$ cat config.mk
export PLATFORM = sky130hd
export DESIGN_NAME = button_frame_rx
export DESIGN_NICKNAME = d
export VERILOG_FILES = /design/src/rtl/button_frame_rx.sv
export SDC_FILE = /design/constraint.sdc
export NUM_CORES = 1
export LEC_CHECK = 0
export ABC_AREA = 1
export BUFFER_PORTS_ARGS = -buffer_cell sky130_fd_sc_hd__buf_2
export CAP_MARGIN = 30
export CORE_MARGIN = 4
export CORE_UTILIZATION = 35
export CTS_CLUSTER_SIZE = 8
export DETAILED_ROUTE_END_ITERATION = 10
export GPL_TIMING_DRIVEN = 0
export PLACE_DENSITY = 0.56
export SYNTH_ARGS = -nofsm -noshare
export SYNTH_HDL_FRONTEND = slang
export SYNTH_SLANG_ARGS = --single-unit
$ cat constraint.sdc
create_clock -name system_clock -period 2.6 [get_ports system_clock]
set_clock_uncertainty 0.05 [all_clocks]
set_input_delay 0.78 -clock system_clock [delete_from_list [all_inputs] [get_ports system_clock]]
set_output_delay 0.78 -clock system_clock [all_outputs]
set_load 0.02 [all_outputs]
$ cat src/rtl/button_frame_rx.sv
// SPI button-frame receiver: header 0xA5, BITS data bits, optional XOR checksum byte
// (enabled by FRAME_CHECKSUM_EN); the button word is only updated while console_latch is low.
module button_frame_rx #(
    parameter int unsigned BITS           = 16,
    parameter int unsigned TIMEOUT_CYCLES = 2000000
) (
    input  logic            system_clock,
    input  logic            reset_n,
    input  logic            spi_sck,
    input  logic            spi_cs_n,
    input  logic            spi_mosi,
    input  logic            console_latch,
    output logic [BITS-1:0] buttons,
    output logic            frame_ok,
    output logic            frame_err,
    output logic            link_up
);
    localparam int unsigned CW          = $clog2(BITS);
    localparam int unsigned TW          = $clog2(TIMEOUT_CYCLES + 1);
    localparam logic [7:0]  HEADER_BYTE = 8'hA5;
    localparam logic [TW-1:0] TMAX      = TW'(TIMEOUT_CYCLES);

`ifdef FRAME_CHECKSUM_EN
    typedef enum logic [2:0] {IDLE, HEADER, DATA, CHECK, WAIT_END} state_t;
`else
    typedef enum logic [2:0] {IDLE, HEADER, DATA, WAIT_END} state_t;
`endif

    state_t          state_q, state_d;
    logic [1:0]      sck_sync_q, cs_sync_q, mosi_sync_q, latch_sync_q;
    logic            sck_prev_q, cs_prev_q;
    logic [1:0]      warm_q;
    logic [CW-1:0]   cnt_q;
    logic [7:0]      sh_q;
    logic [BITS-1:0] data_q, pend_q, buttons_q;
    logic            good_q, pend_v_q, ok_q, err_q, link_q;
    logic [TW-1:0]   tmo_q;
    logic            sck_s, cs_s, mosi_s, latch_s;
    logic            sck_rise, cs_fall, cs_rise;
    logic            ok_d, err_d;
    logic [7:0]      byte_next;

    assign sck_s     = sck_sync_q[1];
    assign cs_s      = cs_sync_q[1];
    assign mosi_s    = mosi_sync_q[1];
    assign latch_s   = latch_sync_q[1];
    assign sck_rise  = sck_s & ~sck_prev_q & ~cs_s;
    // A falling edge only counts once the synchronizer holds real samples, so a frame
    // already in progress at reset release is ignored until cs_n goes high again.
    assign cs_fall   = (warm_q == 2'd3) & cs_prev_q & ~cs_s;
    assign cs_rise   = ~cs_prev_q & cs_s;
    assign byte_next = {sh_q[6:0], mosi_s};

    always_ff @(posedge system_clock or negedge reset_n) begin
        if (!reset_n) begin
            sck_sync_q   <= 2'b11;
            cs_sync_q    <= 2'b11;
            mosi_sync_q  <= 2'b00;
            latch_sync_q <= 2'b00;
            sck_prev_q   <= 1'b1;
            cs_prev_q    <= 1'b1;
            warm_q       <= 2'd0;
        end else begin
            sck_sync_q   <= {sck_sync_q[0], spi_sck};
            cs_sync_q    <= {cs_sync_q[0], spi_cs_n};
            mosi_sync_q  <= {mosi_sync_q[0], spi_mosi};
            latch_sync_q <= {latch_sync_q[0], console_latch};
            sck_prev_q   <= sck_s;
            cs_prev_q    <= cs_s;
            if (warm_q != 2'd3) warm_q <= warm_q + 2'd1;
        end
    end

    always_ff @(posedge system_clock or negedge reset_n) begin
        if (!reset_n) state_q <= IDLE;
        else          state_q <= state_d;
    end

    always_comb begin
        state_d = state_q;
        case (state_q)
            IDLE:     if (cs_fall) state_d = HEADER;
            HEADER: begin
                if (cs_rise) state_d = IDLE;
                else if (sck_rise && cnt_q == CW'(7))
                    state_d = (byte_next == HEADER_BYTE) ? DATA : WAIT_END;
            end
            DATA: begin
                if (cs_rise) state_d = IDLE;
`ifdef FRAME_CHECKSUM_EN
                else if (sck_rise && cnt_q == CW'(BITS - 1)) state_d = CHECK;
            end
            CHECK: begin
                if (cs_rise) state_d = IDLE;
                else if (sck_rise && cnt_q == CW'(7)) state_d = WAIT_END;
`else
                else if (sck_rise && cnt_q == CW'(BITS - 1)) state_d = WAIT_END;
`endif
            end
            WAIT_END: if (cs_rise) state_d = IDLE;
            default:  state_d = IDLE;
        endcase
    end

    always_comb begin
        ok_d  = 1'b0;
        err_d = 1'b0;
        if (state_q != IDLE && cs_rise) begin
            if (state_q == WAIT_END && good_q) ok_d  = 1'b1;
            else                               err_d = 1'b1;
        end
    end

`ifdef FRAME_CHECKSUM_EN
    logic [7:0] xor_byte;
    always_comb begin
        xor_byte = '0;
        for (int unsigned i = 0; i < BITS / 8; i++) xor_byte = xor_byte ^ data_q[i*8 +: 8];
    end
`endif

    always_ff @(posedge system_clock or negedge reset_n) begin
        if (!reset_n) begin
            cnt_q  <= '0;
            sh_q   <= '0;
            data_q <= '0;
            good_q <= 1'b0;
        end else begin
            case (state_q)
                IDLE: begin
                    cnt_q  <= '0;
                    good_q <= 1'b0;
                end
                HEADER: if (sck_rise) begin
                    sh_q  <= byte_next;
                    cnt_q <= (cnt_q == CW'(7)) ? '0 : cnt_q + CW'(1);
                end
                DATA: if (sck_rise) begin
                    data_q <= {data_q[BITS-2:0], mosi_s};
                    if (cnt_q == CW'(BITS - 1)) begin
                        cnt_q <= '0;
`ifndef FRAME_CHECKSUM_EN
                        good_q <= 1'b1;
`endif
                    end else begin
                        cnt_q <= cnt_q + CW'(1);
                    end
                end
`ifdef FRAME_CHECKSUM_EN
                CHECK: if (sck_rise) begin
                    sh_q  <= byte_next;
                    cnt_q <= cnt_q + CW'(1);
                    if (cnt_q == CW'(7)) good_q <= (byte_next == xor_byte);
                end
`endif
                WAIT_END: if (sck_rise) good_q <= 1'b0;
                default: ;
            endcase
        end
    end

    // Commit and timeout both go through the pending word, so the latch gate covers both;
    // a commit is written after the apply so the newest word always wins.
    always_ff @(posedge system_clock or negedge reset_n) begin
        if (!reset_n) begin
            ok_q      <= 1'b0;
            err_q     <= 1'b0;
            link_q    <= 1'b0;
            tmo_q     <= '0;
            pend_q    <= '1;
            pend_v_q  <= 1'b0;
            buttons_q <= '1;
        end else begin
            ok_q  <= ok_d;
            err_q <= err_d;
            if (pend_v_q && !latch_s) begin
                buttons_q <= pend_q;
                pend_v_q  <= 1'b0;
            end
            if (ok_d) begin
                tmo_q    <= '0;
                link_q   <= 1'b1;
                pend_q   <= data_q;
                pend_v_q <= 1'b1;
            end else if (tmo_q != TMAX) begin
                tmo_q <= tmo_q + TW'(1);
                if (tmo_q == TMAX - TW'(1)) begin
                    link_q   <= 1'b0;
                    pend_q   <= '1;
                    pend_v_q <= 1'b1;
                end
            end
        end
    end

    assign buttons   = buttons_q;
    assign frame_ok  = ok_q;
    assign frame_err = err_q;
    assign link_up   = link_q;
endmodule
# Word-level counts from Yosys, hierarchy flattened
# Cells that the tools add are included.
# word_totals
input_bits,6
output_inout_bits,19
regBits,100
# op_classes
n_mux,33
n_bitwise,8
n_reduce_logical,18
addsub,3
n_eq_ne,18
# op_table
operator,n
16-bit 2-to-1 mux,3
21-bit 2-to-1 mux,2
"21-bit by 1-bit adder with 21-bit output, second input constant",1
"21-bit equality test, second input constant",1
"21-bit != test, second input constant",1
3-bit 2-to-1 mux,6
4-bit 2-to-1 mux,4
1-bit 2-to-1 mux,15
"2-bit != test, second input constant",7
3-bit case mux with 4 select lines,1
4-bit case mux with 3 select lines,1
3-bit nonzero test,3
"8-bit equality test, second input constant",1
4-bit AND reduction,2
"3-bit by 2-bit equality test with 1-bit output, second input constant",2
"3-bit != test, second input constant",2
2-bit AND reduction,3
1-bit AND,5
1-bit logical AND,5
"4-bit by 1-bit adder with 4-bit output, second input constant",1
"4-bit by 3-bit equality test with 1-bit output, second input constant",1
"4-bit equality test, second input constant",1
2-bit nonzero test,2
"3-bit by 1-bit equality test with 1-bit output, second input constant",1
other kinds (7),9

# Depth between registers and ports, before layout
# logic_depth
word_depth,7
depth_mapped,9

# Worst setup path before layout
# No wires, ideal clock.
# synth_timing
path_type,register to register
startpoint,reg state_q[0]
endpoint,reg state_q[0]
setup_ns,0.117
path_stages_with_launch,10
synth_period_minus_slack_ns,1.616
arrival_time_ns,1.450
required_time_ns,2.433
path_slack_ns,0.984
cell_sequence,dfrtp_1 > inv_1 > ha_1 > or2_1 > nand2_1 > nand2_1 > o21ai_1 > nand2_1 > nand2_1 > nand2_1
# synth_via
elab_chain_len,3
elab_cells_between_ends,10
cone_classes,eq/ne: 7; mux: 1; reduce/logical: 2
# synth_rtl
item,line_no,text
start: declaration,29,"state_t state_q, state_d;"
start signal: assignment,76,else state_q <= state_d;
3-bit by 2-bit equality test with 1-bit output (tied with other cells),81,case (state_q)
3-bit != test (no line) or 2-bit != test (tied branches),--,
4-bit AND reduction (no line),--,
# Several ways; a longest one is shown, not always the timed one.
# A chain may end at the register's enable or synchronous reset.

# Worst setup path after layout
# layout_timing
startpoint,reg buttons_q[0] (netlist: buttons[0])
endpoint,out buttons[0]
# layout_rtl
item,line_no,text
start: declaration,35,"logic [BITS-1:0] data_q, pend_q, buttons_q;"
start signal: assignment,177,buttons_q <= pend_q;
end: declaration,13,"output logic [BITS-1:0] buttons,"
# No word-level cell between the ends.

==> summary.md <==
| Metric | Value |
|---|---|
| Outcome | `completed` |
| Post-synth EDFFs | `0` |
| Final instance area | `0.00518 mm2` |
| Crit. End Element | `output port` |
| Final WL | `8660 um` |
| Post-synthesis sequential area ratio | `55.9%` |
| Peak supply drop | `393 uV` |
| Placed wire-length estimate | `6220 um` |
| Core ar. | `0.0126 mm2` |
| Fillers | `1294` |
| Clock Sinks | `99` |
| Dpl ws | `0.690 ns` |
| PD cells | `682 mW/mm2` |
| Worst path cell trace | `buf_2` |
| RSZ-0062 raised after global routing | `false` |
| Setup Buffers After CTS | `0` |
| Critical Path AT | `1.06 ns` |
| Worst hold path type | `flip-flop to flip-flop` |
| Worst-Skew Late Latency | `0.35 ns` |
| Setup_tns | `0 ns` |
| Vias in the first global route | `3224` |
| First-pass GRT wire length | `15400 um` |
| Clk buf depth | `2` |
| WP data required | `1.77 ns` |
| Max Cap Viol | `0` |
| Yosys top cell by area | `dfrtp_1` |
| Drt drc | `0` |
| Non-Filler Instances | `723` |
| Syn Area/Cell | `8.85 um2` |
| Via count | `3285` |
| Syn Std Cell Area | `0.00451 mm2` |
| Worst slew pin tran | `0.771 ns` |
| Die ar. | `0.0148 mm2` |
| Final min period | `1.89 ns` |
| Hold_sp | `mosi_sync_q[0]$_DFF_PN0_` |
| Row cnt | `41` |
| Post-route ant nets | `0` |
| H-tree levels | `3` |
| Root Buffer | `clkbuf_16` |
| Initial Util | `35.8%` |
| DIE HEIGHT | `122 um` |
| Cells after DPL | `707` |
| Slew Limit Fails | `0` |
| Final period util | `72.5%` |
| Fraction of layout cells with a size suffix above 1 | `20.1%` |
| Fmax | `0.530 GHz` |
| Post-synthesis cell type count | `28` |
| Top_reg_cell synth | `dfrtp_1` |
| GRT Residual Overflow | `0` |
| GRT Resource Usage Total | `13.1%` |
| CTS tree | `done` |
| CP max-delay cell | `dfstp_2` |
| Die X | `122 um` |
| DR iter-0 viols | `168` |
| CTS Hold Bufs | `0` |
| Worst setup path category | `flip-flop to output port` |
| Total Power | `3.53 mW` |
| Family with the most delay on the worst path | `flip-flops` |
| Router iterations before antenna repair | `5` |
| Num CTS Buffers | `9` |
| Final Hold Fails | `0` |
| Top cells by area, synth | `dfrtp_1 34%, dfstp_2 22%, nand2_1 12%` |
| Initial antenna violation count | `0` |
| Ant diodes | `0` |
| Mapped Nets | `524` |
| Io pins | `25` |
| Clock transition at the registers of the reported paths | `0.07 ns` |
| DR WL/cell | `12.0 um` |
| CP peak stage delay | `0.55 ns` |
| Startpoint Class | `flip-flop` |
| Slew headroom | `48.6%` |
| Worst r2r src | `state_q[0]$_DFFE_PN0P_` |
| Post-route setup slack | `0.714 ns` |
| Crit-path max FO | `2` |
| Yosys reg bits | `99` |
| WHS | `0.303 ns` |
| Post-Syn Instances | `510` |
| Syn-to-layout area delta | `14.7%` |
| Routability cong. | `0.876` |
| P_leak | `2.39 nW` |
| Async S/R FF share, synth | `100%` |
| Crit path buf inv count | `1` |
| Yosys Warn Count | `0` |
| Util after Layout | `41.0%` |
| Vias per cell | `4.54` |
| Post-synth top area share | `33.8%` |
| Dpl cell area | `0.00487 mm2` |
| I/O Buffers | `24` |
| Cts repair resizes | `0` |
| Largest net degree at the start of global routing | `60` |
| # nets final | `560` |
| Final setup fails | `0` |
| Crit path from | `buttons[0]$_DFFE_PN1P_` |
==> cell usage after synthesis, types with 2 or more instances <==
library cell,number
dfrtp_1,61
nand4_1,8
nor2_1,52
nor3_1,2
clkbuf_1,4
mux2_2,17
nand3_1,39
a21oi_1,10
or2_1,2
xor2_1,2
dfstp_2,38
nor3_4,2
inv_1,62
o21ai_0,35
buf_2,7
ha_1,8
nand3_4,2
nand2_1,148
o211ai_1,2
==> cells by family (layout without fill, tap and decap cells) <==
logic type	count (synthesis)	count (layout)	share of synthesized area, %
compound gates	50	50	5.74
xor+xnor	3	3	0.582
fa+ha+maj	8	8	2.22
buf+inv	75	116	6.60
flops	99	99	55.9
mux	17	17	4.24
simple gates	258	258	24.7
==> where the power goes <==
part / internal [mW] / total, mW / switching (mW) / leakage [nW]
Sequential: 1.65 / 1.71 / 0.0638 / 1.20
Clock: 0.763 / 1.37 / 0.608 / 0.150
Combinational: 0.156 / 0.447 / 0.291 / 1.04
==> registers in the layout (all words and copies together), names as in the netlist <==
name,flops
buttons,16
cnt_q,4
cs_prev_q,1
cs_sync_q,2
data_q,16
frame_err,1
frame_ok,1
good_q,1
latch_sync_q,2
link_up,1
mosi_sync_q,2
pend_q,16
pend_v_q,1
sck_prev_q,1
sck_sync_q,2
sh_q,7
state_q,2
tmo_q,21
warm_q,2
==> per-layer routing <==
layer  track usage, %  vias to the layer above  part of all wire, %
met2             20.2                       38                   45
li1                 -                     1692                    -
met5                0                        -                    0
met3             3.34                       11                  3.4
met4             5.60                        0                  2.2
met1             17.5                     1544                   49
==> final cells by class <==
cell class	count	area (um2)	area share [%]
Tap cell	172	215	4.15
Sequential cell	99	2520	48.7
Timing Repair Buffer	25	143	2.75
Multi-Input combinational cell	336	1690	32.7
Buffer	12	61.3	1.18
Clock buffer	9	225	4.35
Clock inverter	7	82.6	1.59
Inverter	63	236	4.57
==> path summary, 6_finish.rpt <==
path	cells past startpoint	endpoint	slack (ns)
hold reg to reg	0	mosi_sync_q[1]$_DFF_PN0_	0.30
hold / removal	0	mosi_sync_q[1]$_DFF_PN0_	0.30
min in group asynchronous	1	tmo_q[18]$_DFFE_PN0P_	0.46
setup / recovery	1	buttons[0]	0.71
setup reg to reg	7	tmo_q[2]$_DFFE_PN0P_	0.73
max in group asynchronous	2	pend_q[11]$_DFFE_PN1P_	1.30
==> cell usage in the layout (no fill, tap or decap), types with 4 or more instances in the layout <==
cell type	netlist	final
nor2_1	52	52
o21ai_0	35	35
dfstp_2	38	38
clkbuf_16	0	9
nand4_1	8	8
nand3_1	39	39
inv_1	62	62
mux2_2	17	17
nand2_1	148	148
a21oi_1	10	10
buf_2	7	30
clkbuf_1	4	4
dfrtp_1	61	61
ha_1	8	8
Note: power is estimated with default switching activity, not from simulation.
